===== src/rtl/cycle_sequencer.sv =====
// Instruction-cycle sequencer: drives an external 3-bit step counter and the one-hot timing bus.
// Optional single-step/PAUSE support is compiled in with `define SINGLE_STEP_EN.
module cycle_sequencer #(
  parameter int unsigned MAX_STEP = 7
) (
  input  logic       clk,
  input  logic       rst,
  input  logic       start,
  input  logic       halt_req,
  input  logic       end_instr,
  input  logic       step_mode,
  input  logic       step_go,
  input  logic [2:0] q,
  output logic       cnt_en,
  output logic       cnt_clr,
  output logic [7:0] t,
  output logic [1:0] state,
  output logic       running
);

  typedef enum logic [1:0] {
    IDLE  = 2'b00,
    RUN   = 2'b01,
    PAUSE = 2'b10,
    HALT  = 2'b11
  } state_e;

  localparam logic [2:0] LAST_STEP = 3'(MAX_STEP);

  state_e state_q;
  logic   boundary;

  // >= rather than == so a stray out-of-range count is still cleared instead of wrapping
  assign boundary = (state_q == RUN) && (end_instr || (q >= LAST_STEP));
  assign state    = state_q;

`ifndef SINGLE_STEP_EN
  logic unused_step;
  assign unused_step = step_mode ^ step_go;
`endif

  always_ff @(posedge clk or negedge rst) begin
    if (!rst) begin
      state_q <= IDLE;
    end else begin
      case (state_q)
        IDLE: begin
          if (start) state_q <= RUN;
        end
        RUN: begin
          if (boundary) begin
            if (halt_req) begin
              state_q <= HALT;
`ifdef SINGLE_STEP_EN
            end else if (step_mode) begin
              state_q <= PAUSE;
`endif
            end else begin
              state_q <= RUN;
            end
          end
        end
        PAUSE: begin
`ifdef SINGLE_STEP_EN
          if (halt_req) state_q <= HALT;
          else if (step_go) state_q <= RUN;
`else
          // unreachable in this build; fall back to a clean idle state
          state_q <= IDLE;
`endif
        end
        HALT: begin
          if (start && !halt_req) state_q <= RUN;
        end
        default: state_q <= IDLE;
      endcase
    end
  end

  always_comb begin
    cnt_en  = 1'b1;
    cnt_clr = 1'b1;
    t       = '0;
    running = 1'b0;
    case (state_q)
      RUN: begin
        cnt_clr = boundary;
        t       = 8'(1) << q;
        running = 1'b1;
      end
      PAUSE: begin
        cnt_en  = 1'b0;
        cnt_clr = 1'b0;
      end
      default: ;
    endcase
  end

endmodule


===== config.mk =====
export PLATFORM = sky130hd
export DESIGN_NAME = cycle_sequencer
export DESIGN_NICKNAME = d
export VERILOG_FILES = /design/src/rtl/cycle_sequencer.sv
export SDC_FILE = /design/constraint.sdc
export NUM_CORES = 1
export LEC_CHECK = 0
export ABC_AREA = 0
export CAP_MARGIN = 20
export CORE_AREA = 2 2 39 41
export DETAILED_ROUTE_END_ITERATION = 10
export DIE_AREA = 0 0 41 43
export PLACE_DENSITY = 0.48
export SKIP_LAST_GASP = 1
export SYNTH_ARGS = -nofsm -noshare
export SYNTH_HDL_FRONTEND = slang
export SYNTH_SLANG_ARGS = --single-unit

===== constraint.sdc =====
create_clock -name clk -period 1.3 [get_ports clk]
set_clock_uncertainty 0.2 [all_clocks]
set_input_delay 0.13 -clock clk [delete_from_list [all_inputs] [get_ports clk]]
set_output_delay 0.13 -clock clk [all_outputs]
set_load 0.02 [all_outputs]

; ---- After elaboration in Yosys (flattened, before gate mapping)
; Index checks and enable logic that the tools add are counted.
[classes]
magnitude_cmp = 1
eq_ne = 6
shifts = 1
mux = 9
reduce_logical = 6
[ops]
columns = op, n
row1 = 2-bit 2-to-1 mux, 4
row2 = 8-bit 2-to-1 mux, 1
row3 = 2-bit case mux with 4 select lines, 1
row4 = 1-bit by 3-bit left shift with 8-bit output (first input constant), 1
row5 = 2-bit != test (second input constant), 3
row6 = 2-bit == test (second input constant), 2
row7 = 3-bit >= comparator (second input constant), 1
row8 = 3-bit AND reduction, 1
row9 = 2-bit by 1-bit == test with 1-bit output (second input constant), 1
row10 = 1-bit logical AND, 2
row11 = 2-bit zero test, 1
row12 = 1-bit 2-to-1 mux, 2
row13 = 1-bit case mux with 2 select lines, 1
row14 = 1-bit zero test, 1
row15 = 1-bit logical OR, 1
[totals]
regBits = 2
out_inout_bits = 13
elab_cells = 24

; ---- Longest topological paths before layout
; Gate-level depths: netlist of the first run.
[logic_depth]
depth_word = 5
depth_mapped = 2
mapped_depth_nobuf = 2

; ---- Least setup slack after synthesis of the first run
; OpenSTA, ideal clock, no wires.
[synth_path]
kind = reg2out
start = reg state_q[0] (netlist: state[0])
end = out t[1]
arrival_time_ns = 1.230
required_ns = 0.970
path_slack_ns = -0.260
path_stages_with_launch = 3
cell_sequence = dfrtp_1 or3b_4 nor2_1
[synth_between]
elab_chain_cells = 2
[synth_lines]
columns = item, line_no
row1 = "start, declared", 30  ; state_e state_q;
row2 = "start signal, assigned", 44  ; state_q <= IDLE;
row3 = "start signal, assigned", 48  ; if (start) state_q <= RUN;
row4 = "start signal, assigned", 53  ; state_q <= HALT;
row5 = 2-bit by 1-bit == test with 1-bit output, 85  ; case (state_q)
row6 = 8-bit 2-to-1 mux, 85
row7 = "end, declared", 16  ; output logic [7:0] t,
; No other way between the ends.

; ---- Worst setup path in the final report of the first run
[layout_path]
start = reg state_q[1] (netlist: state[1])
end = out t[0]
; The elaborated chain is that of the path after synthesis.

==> results.json, run 1 <==
{
  "io_pins": 23,
  "drv_slew": 0,
  "yosys.area.top_type": "dfrtp_1",
  "overflow": 0,
  "hold_viol_final": 0,
  "fin_crit_ns": 1.66,
  "clkPwrFrac": 0.326,
  "layout_setup_ws_ns": -0.360,
  "core_mm2": 0.00138,
  "worst_path_max_delay_cell": "or3b_4",
  "vias": 307,
  "via_per_inst": 4.21,
  "drc": 0,
  "worstRegToRegCells": 4,
  "root_buffer": "clkbuf_4",
  "r2r_end": "state[1]$_DFFE_PN0P_",
  "holdPathStages": 2,
  "p_seq_frac": 0.168,
  "rows": 14,
  "max_slew_margin": 0.806,
  "largest_reg_flops": 2,
  "cp.required_ns": 0.97,
  "cap_viol_max_count": 0,
  "die_area_mm2": 0.00176,
  "internal_power_mw": 0.278,
  "drt_iter0_drc": 0,
  "power_frac_comb": 0.506,
  "area_delta_synth_final_pct": 210,
  "critPathTopFamily": "simple AND/OR/NAND/NOR gates",
  "clkLatencyLatePin_ns": 0.23,
  "final_cell_mix": "14 x buf_6, 5 x clkdlybuf4s50_1, 4 x nor2_4, 4 x buf_4, 3 x clkbuf_4",
  "cts_sinks": 2,
  "dr.pass1.iters": 1,
  "cp_max_fo": 4,
  "synth_ff_type": "dfrtp_1",
  "htreeDepth": 1,
  "hpwl_um": 636,
  "setup_viol_count_final": 13,
  "grt_first_pass_wirelength_um": 1190,
  "worstSetupEndpointType": "output pin",
  "synth_cell_type_count": 15,
  "finalSetupTns_ns": -3.08,
  "die-height_um": 43,
  "slowest_delay_ns": 0.43,
  "vdd_drop_max_v": 0.000417,
  "p_per_area_mw_per_mm2": 701,
  "grt_pass1_vias": 295,
  "yosys-top-cells-area": "dfrtp_1 26%, nor2_1 13%, nand2b_1 9.6%, nor4b_2 7.7%, nor2b_1 6.4%",
  "total_leakage_power_nw": 0.269,
  "drive_gt1_frac": 0.719,
  "start_util": 0.141,
  "clk_pin_slew_ns": 0.03,
  "portBuffers": 20,
  "power_switching_mw": 0.146,
  "ys_seq_area_frac": 0.256,
  "postRouteAntennaNets": 0,
  "critPathArrivalTime_ns": 1.33,
  "hold_start": "start",
  "antenna_found_initial": 0,
  "rsz0062_at_grt": "true",
  "synthCells": 25,
  "cts_tree": "yes",
  "worst_setup_path_start_kind": "flip-flop",
  "netlist.area_leader.share": 0.256,
  "grt_util_all_layers": 0.0993,
  "violations": "negative setup slack",
  "whs_endpoint": "state[0]$_DFFE_PN0P_",
  "utilization": 0.437,
  "worstReg2RegStart": "state[1]$_DFFE_PN0P_",
  "synth_seq_cells": 2,
  "critical_path.cell_chain": "or3b_4 -> nor3_4 -> buf_6",
  "avgSynthCellArea_um2": 7.81,
  "ys_async_sr_fraction": 1.00,
  "r2r_slack_ns": -0.05,
  "hold_class": "in2reg",
  "postLayoutCellArea_um2": 604,
  "ys_warn_count": 0,
  "tightest_slew_ns": 0.289,
  "synth_nets": 35,
  "antenna_cells": 0,
  "placed_area_um2": 522,
  "wl_per_cell_um": 11.1,
  "fp.dieW_um": 41,
  "cts_inserted_buffers": 3,
  "status": "finished, violations left",
  "clock_path_buffers": 2,
  "final_common_cell": "buf_6",
  "final_nets": 69,
  "grt_max_degree": 7,
  "finalWirelength_um": 809,
  "power_switching_share": 0.345,
  "critPathBufInv": 1,
  "place_congestion": 0.596,
  "period_share": 1.28,
  "crit_type": "reg2out",
  "max_freq_ghz": 0.603,
  "synthesis.area_um2": 195,
  "synth-edff-count": 0
}
-- metrics by stage --
stage,hold slack (ns),power (mW),cells,setup WS (ns)
6_report,0.334,0.424,73,-0.360
5_1_grt,0.336,0.457,73,-0.420
2_1_floorplan,-0.366,0.160,25,-0.171
4_1_cts,0.316,0.410,72,-0.380
3_5_place_dp,0.109,0.261,68,-0.795
3_3_place_gp,0.100,0.259,68,-0.763
-- cell families (layout without fill, tap and decap cells) --
| family | count (synthesis) | in the layout | synth area share |
|---|---|---|---|
| flip-flops | 2 | 2 | 0.256 |
| AO/OA/AOI/OAI | 4 | 4 | 0.160 |
| AND/OR/NAND/NOR | 18 | 18 | 0.564 |
| buffers and inverters | 1 | 33 | 0.0192 |
-- how the worst max path moves through the flow --
stage / from / endpoint / slack (ns) / cells past startpoint
finish: state[1]$_DFFE_PN0P_ / t[0] / -0.36 / 3
global route: state[1]$_DFFE_PN0P_ / t[0] / -0.42 / 3
CTS: state[1]$_DFFE_PN0P_ / t[1] / -0.38 / 3
detailed placement: q[2] / t[1] / -0.80 / 4
global placement: q[2] / t[0] / -0.76 / 4
floorplan: state[1]$_DFFE_PN0P_ / t[1] / -0.17 / 2
-- cells in the mapped netlist (all sizes together) (2+ instances only) --
library cell and n:
nor3 2, nor2 7, dfrtp 2, nand2b 3, nor2b 2
-- power by group through the flow --
| stage | Sequential, mW | Combinational, mW | Clock [mW] |
|---|---|---|---|
| final | 0.0712 | 0.215 | 0.138 |
| after global routing | 0.0711 | 0.228 | 0.158 |
| after CTS | 0.0708 | 0.193 | 0.146 |
| after detailed placement | 0.0715 | 0.190 | 0 |
| after global placement | 0.0716 | 0.188 | 0 |
| after floorplan | 0.0798 | 0.0798 | 0 |
-- layer usage --
metal | part of all wire | up-vias | wire length, µm | track usage
li1 | - | 154 | - | -
met1 | 0.43 | 132 | 345 | 0.119
met2 | 0.45 | 21 | 368 | 0.144
met3 | 0.12 | 0 | 95 | 0.0209
met4 | 0 | 0 | 0 | 0.0800
met5 | 0 | - | 0 | 0
-- worst reg2reg max path: stages, from the launching register on --
cell	delay, ns
dfrtp_2	0.40
buf_4	0.14
buf_6	0.13
a311oi_1	0.26
nor4b_2	0.09
-- cell type report --
type	instances	area (µm²)
Clock buffer	3	22.5
Fill cell	139	779
Inverter	1	3.75
Multi-Input combinational cell	22	215
Sequential cell	2	52.6
Tap cell	16	20.0
Timing Repair Buffer	29	290
-- timing repair --
action,in CTS,in global routing
endpoints found under the setup margin,13,11
hold endpoints to repair,2,0
pin swaps,1,3
buffers inserted,0,1
hold buffers,1,0
resized for setup,70,12
Power figures use the tool's default switching activity.
==> run 2: changes to the inputs <==
--- a/config.mk
+++ b/config.mk
@@ -11,6 +11,7 @@
 export DETAILED_ROUTE_END_ITERATION = 10
 export DIE_AREA = 0 0 41 43
 export PLACE_DENSITY = 0.48
+export SETUP_SLACK_MARGIN = 0.1
 export SKIP_LAST_GASP = 1
 export SYNTH_ARGS = -nofsm -noshare
 export SYNTH_HDL_FRONTEND = slang
==> run 2 against run 1 <==
The run still ends with negative setup slack left. Die area unchanged. Sequential power is essentially flat. Largest cell class unchanged. Wire length grew 8.3%. Power grew 4.0%. Highest routed layer unchanged. Clock power about the same. Final cell count increased by 4.1%. Critical path type unchanged.
==> results.json, run 2 (synthesized netlist as in run 1, its figures left out) <==
{
  "status": "finished, violations left",
  "violations": "negative setup slack",
  "dr.pass1.iters": 2,
  "die_area_mm2": 0.00176,
  "critPathArrivalTime_ns": 1.34,
  "die-height_um": 43,
  "cp_max_fo": 4,
  "layout_setup_ws_ns": -0.366,
  "r2r_end": "state[1]$_DFFE_PN0P_",
  "clk_pin_slew_ns": 0.03,
  "finalSetupTns_ns": -3.35,
  "finalWirelength_um": 876,
  "hold_viol_final": 0,
  "critical_path.cell_chain": "or3b_4 -> nor2_2 -> buf_6",
  "hold_start": "start",
  "htreeDepth": 1,
  "wl_per_cell_um": 11.5,
  "p_per_area_mw_per_mm2": 693,
  "grt_max_degree": 7,
  "worst_setup_path_start_kind": "flip-flop",
  "utilization": 0.459,
  "period_share": 1.28,
  "slowest_delay_ns": 0.43,
  "cap_viol_max_count": 0,
  "clkLatencyLatePin_ns": 0.23,
  "core_mm2": 0.00138,
  "total_power_mw": 0.441,
  "place_congestion": 0.596,
  "clock_path_buffers": 2,
  "final_nets": 72,
  "drc": 0,
  "antenna_found_initial": 0,
  "postRouteAntennaNets": 0,
  "hpwl_um": 636,
  "grt_pass1_vias": 299,
  "rsz0062_at_grt": "true",
  "worstRegToRegCells": 4,
  "grt_util_all_layers": 0.100,
  "via_per_inst": 4.18,
  "vdd_drop_max_v": 0.000415,
  "grt_first_pass_wirelength_um": 1200,
  "hold_class": "in2reg",
  "drt_iter0_drc": 2,
  "holdPathStages": 2,
  "rows": 14,
  "portBuffers": 20,
  "final_cell_mix": "17 x buf_6, 6 x clkdlybuf4s50_1, 6 x buf_4",
  "largest_reg_flops": 2,
  "max_slew_margin": 0.803,
  "setup_viol_count_final": 14,
  "vias": 318,
  "area_delta_synth_final_pct": 226,
  "cts_tree": "yes",
  "cp.required_ns": 0.97,
  "antenna_cells": 0,
  "fp.dieW_um": 41,
  "drive_gt1_frac": 0.733,
  "r2r_slack_ns": -0.06,
  "worst_path_max_delay_cell": "or3b_4",
  "io_pins": 23,
  "overflow": 0,
  "whs_endpoint": "state[0]$_DFFE_PN0P_",
  "crit_type": "reg2out",
  "max_freq_ghz": 0.600,
  "final_common_cell": "buf_6",
  "worstReg2RegStart": "state[1]$_DFFE_PN0P_",
  "total_leakage_power_nw": 0.281,
  "root_buffer": "clkbuf_4",
  "fin_crit_ns": 1.67,
  "tightest_slew_ns": 0.294,
  "worstSetupEndpointType": "output pin",
  "cts_inserted_buffers": 3,
  "drv_slew": 0,
  "start_util": 0.141,
  "cts_sinks": 2
}
-- run 2: worst max-delay path by stage --
stage	startpoint	depth (start not counted)	end	slack, ns
floorplan	state[1]$_DFFE_PN0P_	2	t[1]	-0.17
global placement	q[2]	4	t[0]	-0.76
detailed placement	q[2]	4	t[1]	-0.80
CTS	state[1]$_DFFE_PN0P_	3	t[1]	-0.38
global route	state[1]$_DFFE_PN0P_	3	t[0]	-0.42
finish	state[1]$_DFFE_PN0P_	3	t[3]	-0.37
-- run 2: final cells by class --
cell class | instances | area [µm²]
multi-input combinational | 22 | 210
fill | 135 | 748
inverter | 1 | 3.75
clock buffer | 3 | 22.5
sequential | 2 | 52.6
tap | 16 | 20.0
timing repair buffer | 32 | 327
-- run 2: worst max-delay path, delay by kind of cell, from the launching register on --
family        cells  cell delay, ns
simple gates      2            0.58
flops             1            0.40
buf+inv           1            0.13
-- run 2: through the flow --
| stage | cell area (µm²) | std cells | setup WS (ns) | hold slack, ns |
|---|---|---|---|---|
| 2_1_floorplan | 249 | 25 | -0.171 | -0.366 |
| 3_3_place_gp | 522 | 68 | -0.763 | 0.100 |
| 3_5_place_dp | 522 | 68 | -0.795 | 0.109 |
| 4_1_cts | 558 | 72 | -0.380 | 0.316 |
| 5_1_grt | 636 | 76 | -0.420 | 0.336 |
| 6_report | 636 | 76 | -0.366 | 0.332 |
-- run 2: power breakdown --
| group | internal, mW | switching, mW |
|---|---|---|
| clock | 0.102 | 0.0358 |
| combinational | 0.122 | 0.109 |
| sequential | 0.0676 | 0.00369 |
-- run 2: what timing repair did --
item / CTS / global route
pin swaps: 1 / 3
hold endpoints to repair: 2 / 0
buffers inserted: 0 / 4
resized for setup: 73 / 12
setup endpoints to repair: 14 / 14
hold buffers: 1 / 0
-- run 2: layer usage --
metal	vias up	global-route usage	routed length, µm
li1	160	-	-
met1	137	0.119	364
met2	21	0.144	409
met3	0	0.0262	101
met4	0	0.0800	0
met5	-	0	0
